===== src/rtl/weight_loader_pkg.sv =====
// Shared constants and state encoding for the weight RAM loader.
// The weight RAM and the conv datapath import the same depth and width.
package weight_loader_pkg;

  localparam int WL_NUM_WEIGHTS = 54;
  localparam int WL_DW          = 8;
  localparam int WL_AW          = $clog2(WL_NUM_WEIGHTS);

  typedef enum logic {
    ST_IDLE = 1'b0,
    ST_LOAD = 1'b1
  } wl_state_e;

endpackage


===== src/rtl/weight_loader.sv =====
// Streams NUM_WEIGHTS bytes into the weight RAM write port after a start pulse,
// optionally verifies a trailing 8-bit checksum, then reports done/err.
//
// Handshake: a beat transfers on a rising edge where in_valid && in_ready.
// in_ready is a pure decode of the state register (high in LOAD), so it never
// depends combinationally on in_valid; in_data must be stable while in_valid is high.
module weight_loader
  import weight_loader_pkg::*;
#(
  parameter int NUM_WEIGHTS = WL_NUM_WEIGHTS,
  parameter int DW          = WL_DW,
  parameter bit CHK_EN      = 1'b1,
  localparam int AW         = $clog2(NUM_WEIGHTS)
) (
  input  logic          clk,
  input  logic          rst,
  input  logic          start,
  input  logic          in_valid,
  input  logic [DW-1:0] in_data,
  output logic          in_ready,
  output logic          wen,
  output logic [AW-1:0] waddr,
  output logic [DW-1:0] din,
  output logic          busy,
  output logic          done,
  output logic          err,
  output logic          weights_valid,
  output wl_state_e     state_dbg
);

  localparam logic [AW:0] CNT_MAX  = (AW+1)'(NUM_WEIGHTS);
  localparam logic [AW:0] CNT_LAST = (AW+1)'(NUM_WEIGHTS - 1);

  wl_state_e     state;
  logic [AW:0]   cnt;
  logic [DW-1:0] sum;

  assign in_ready  = (state == ST_LOAD);
  assign state_dbg = state;

  always_ff @(posedge clk or posedge rst) begin
    if (rst) begin
      state         <= ST_IDLE;
      cnt           <= '0;
      sum           <= '0;
      wen           <= 1'b0;
      waddr         <= '0;
      din           <= '0;
      busy          <= 1'b0;
      done          <= 1'b0;
      err           <= 1'b0;
      weights_valid <= 1'b0;
    end else begin
      wen  <= 1'b0;
      done <= 1'b0;
      err  <= 1'b0;
      case (state)
        ST_IDLE: begin
          if (start) begin
            state         <= ST_LOAD;
            busy          <= 1'b1;
            cnt           <= '0;
            sum           <= '0;
            weights_valid <= 1'b0;
          end
        end
        ST_LOAD: begin
          if (in_valid) begin
            if (cnt < CNT_MAX) begin
              wen   <= 1'b1;
              waddr <= cnt[AW-1:0];
              din   <= in_data;
              sum   <= sum + in_data;
              cnt   <= cnt + 1'b1;
              // Without a checksum the last weight closes the load alongside its write.
              if (!CHK_EN && cnt == CNT_LAST) begin
                state         <= ST_IDLE;
                busy          <= 1'b0;
                done          <= 1'b1;
                weights_valid <= 1'b1;
              end
            end else begin
              state         <= ST_IDLE;
              busy          <= 1'b0;
              done          <= (in_data == sum);
              err           <= (in_data != sum);
              weights_valid <= (in_data == sum);
            end
          end
        end
        default: state <= ST_IDLE;
      endcase
    end
  end

endmodule


===== config.mk =====
export PLATFORM = sky130hd
export DESIGN_NAME = weight_loader
export DESIGN_NICKNAME = d
export VERILOG_FILES = /design/src/rtl/weight_loader_pkg.sv /design/src/rtl/weight_loader.sv
export SDC_FILE = /design/constraint.sdc
export NUM_CORES = 1
export LEC_CHECK = 0
export CORE_MARGIN = 2
export CORE_UTILIZATION = 40
export DETAILED_ROUTE_END_ITERATION = 10
export PLACE_DENSITY_LB_ADDON = 0.1
export SYNTH_ARGS = -nofsm -noshare
export SYNTH_HDL_FRONTEND = slang
export SYNTH_SLANG_ARGS = --single-unit

===== constraint.sdc =====
create_clock -name clk -period 2.29 [get_ports clk]
set_input_delay 0.458 -clock clk [delete_from_list [all_inputs] [get_ports clk]]
set_output_delay 0.458 -clock clk [all_outputs]
set_load 0.05 [all_outputs]

==> metrics.csv <==
stage;metric;value;unit
finish;area grow syn2layout;33.03;%
yosys;Post-Syn Instances;175;
floorplanning;Die ar.;0.004679;sq mm
placed_design;GPL Wtd Cong;0.7842;
clock_network;H-tree level count;2;
clock_network;worst skew pair latency;0.29;ns
worst_setup_path;Arr. time, crit path;2.26;ns
worst_setup_path;startpoint types;primary input;
timing;FMAX;0.4761;GHz
route;via density per instance;5.082;
worst_setup_path;slowest stage delay, CP;0.44;ns
yosys;top cells by count, synth;nand2_1, dfrtp_1, nand3_1, o21ai_0;
grt;via count of the first global-routing pass;1391;
yosys;synthesized flop and latch total;35;
placed_design;Detail Placement HPWL;2391;um
worst_setup_path;CP max stage cell;clkdlybuf4s50_1;
timing;fin crit period;2.101;ns
floorplanning;core area;0.004000;sq mm
grt;largest net degree at the start of global routing;36;
route;Residual DRC;0;
power;PD cells;1295;mW/mm^2
clock_network;Post-CTS Resized;0;
placed_design;Post-DP Area;0.002074;sq mm
clock_network;clk slew on worst S/H paths;0.07;ns
clock_network;Clock Sink Count;35;
clock_network;TritonCTS clock tree;done;
timing;worst slew pin tran;0.5374;ns
finish;post-route cell area;0.002207;sq mm
yosys;Synth top area share;52.79;%
timing;# setup viols final;0;
timing;max-slew violation count;0;
worst_setup_path;family with the most delay on the worst path;adder cells;
yosys;post-synthesis sequential area ratio;52.79;%
timing;RSZ-0062 raised after global routing;no;
yosys;fraction of registers with async set/reset;100.0;%
run;Max-Cap Viols;0;
min_path;worst hold path class;reg -> reg;
yosys;Yosys warning count;0;
floorplanning;initial core utilization;41.48;%
worst_setup_path;CP Buf/Inv Count;1;
clock_network;CTS root buf;clkbuf_8;
route;via count;1362;
grt;first-pass GRT wire length;6037;um
yosys;Most used DFF post-synth;dfrtp_1;
yosys;Avg Cell Area, Syn;9.481;sq um
clock_network;Clock Path Buffers;2;
route;total wire length;3431;um
floorplanning;I/O pins;33;
yosys;Mapped Nets;196;
clock_network;CTS Buf Count;5;
finish;layout cells sized above 1;9.174;%
worst_setup_path;Cell Chain, Critical Path;clkdlybuf4s50_1, ha_1, fa_1, a21o_1, a21oi_1, o21ai_0, xnor2_1, o21ai_0;
finish;Util after Layout;55.18;%
power;leakage power;1.056;nW
finish;Antenna Cells;0;
placed_design;I/O Buffers;32;
yosys;number of unique standard cell types used by synthesis;31;
timing;max-slew headroom at the worst pin;64.17;%
floorplanning;row cnt;23;
worst_setup_path;critical path type;in -> reg;
finish;Final nets;238;
timing;clock skew;0.005361;ns
power;peak supply drop;0.5540;mV
floorplanning;Die W;68.40;um
yosys;Synth area leaders;dfrtp_1, nand2_1, ha_1;
worst_setup_path;CP endpoint kind;flop;
outcome;status;finished, final reports clean;
worst_setup_path;CP most frequent cell;o21ai_0;
timing;setup TNS;0;ns
route;DRT antenna net count;0;
timing;fin crit share;91.73;%
worst_setup_path;Critical Path Fanout Max;2;
clock_network;setup bufs post-CTS;0;
clock_network;# hold bufs at CTS;0;
yosys;synthesized cell area;0.001659;sq mm
route;initial drt markers;93;
grt;global route overflow;0;
route;Initial DRT Pass Iterations;4;
yosys;top-count cell post-synth;nand2_1;
route;wire per inst;12.80;um
yosys;number of synthesized flops with an enable pin;0;
floorplanning;Die Y;68.40;um
worst_setup_path;Crit path required time;2.45;ns
yosys;Synth area leader;dfrtp_1;
grt;total track usage;17.73;%
grt;antenna violations before repair;0;
timing;final hold vios;0;
-- sequential cells by signal, summed over array words and instances, names as in the netlist --
name,count
done,1
weights_valid,1
din,8
waddr,6
sum,8
in_ready,1
err,1
busy,1
cnt,7
wen,1
-- worst min-delay path: cells and delay by family (launching register included) --
family           cells  cell delay, ns
AND/OR/NAND/NOR      2            0.10
flip-flops           1            0.34
-- logic make-up (layout without fill, tap and decap cells) --
family          after synthesis  after routing  synth area share [%]
fa+ha+maj                     9              9                 7.240
xor+xnor                      9              9                 4.751
compound gates               28             28                 10.71
flops                        35             35                 52.79
buf+inv                      10             53                 3.242
simple gates                 84             84                 21.27
-- per-stage QoR --
stage / hold slack (ns) / setup WS [ns] / power [mW] / std cells
4_1_cts: 0.4796 / 0.2030 / 2.883 / 268
5_1_grt: 0.5020 / 0.01579 / 3.074 / 268
3_3_place_gp: 0.4568 / -0.06296 / 2.184 / 260
2_1_floorplan: 0.4709 / 0.4201 / 1.830 / 175
3_5_place_dp: 0.4631 / -0.1113 / 2.210 / 260
6_report: 0.4745 / 0.1894 / 2.858 / 268
-- per-layer routing --
metal / track usage (%) / share of wire (%)
met1: 22.57 / 50
met2: 27.64 / 44
met3: 5.921 / 5.0
met4: 7.000 / 1.4
met5: 0 / 0
-- area by class of cell --
| cell class | instances | area [sq um] |
|---|---|---|
| multi-input cells | 130 | 729.5 |
| repair buffers | 42 | 395.4 |
| flip-flops and latches | 35 | 875.8 |
| clock buffers | 6 | 72.57 |
| fillers | 398 | 1793 |
| inverters | 3 | 11.26 |
| clock inverters | 2 | 60.06 |
| well taps | 50 | 62.56 |
-- cells in the final DEF (no fill, tap or decap), types with 5 or more instances in the layout --
cell type,count
a21oi_1,5
nor2_1,8
nand2_1,55
buf_4,10
nand3_1,11
xnor2_1,5
ha_1,8
clkbuf_8,5
o21ai_0,9
dfrtp_1,35
clkdlybuf4s50_1,32
-- final timing paths --
path	cells past startpoint	to	slack, ns	startpoint
hold / removal	2	waddr[2]$_DFFE_PP0P_	0.47	waddr[2]$_DFFE_PP0P_
setup reg to reg	7	sum[6]$_DFFE_PP0P_	0.44	sum[0]$_DFFE_PP0P_
setup / recovery	8	sum[6]$_DFFE_PP0P_	0.19	in_data[0]
hold reg to reg	2	waddr[2]$_DFFE_PP0P_	0.47	waddr[2]$_DFFE_PP0P_
min in group asynchronous	3	waddr[0]$_DFFE_PP0P_	0.59	rst
max in group asynchronous	3	din[4]$_DFFE_PP0P_	1.38	rst
-- where the power goes --
part	internal (mW)	total [mW]	switching, mW
combinational	0.502	1.23	0.724
sequential	0.818	0.973	0.155
clock	0.435	0.658	0.223
(Power assumes the default switching activity.)
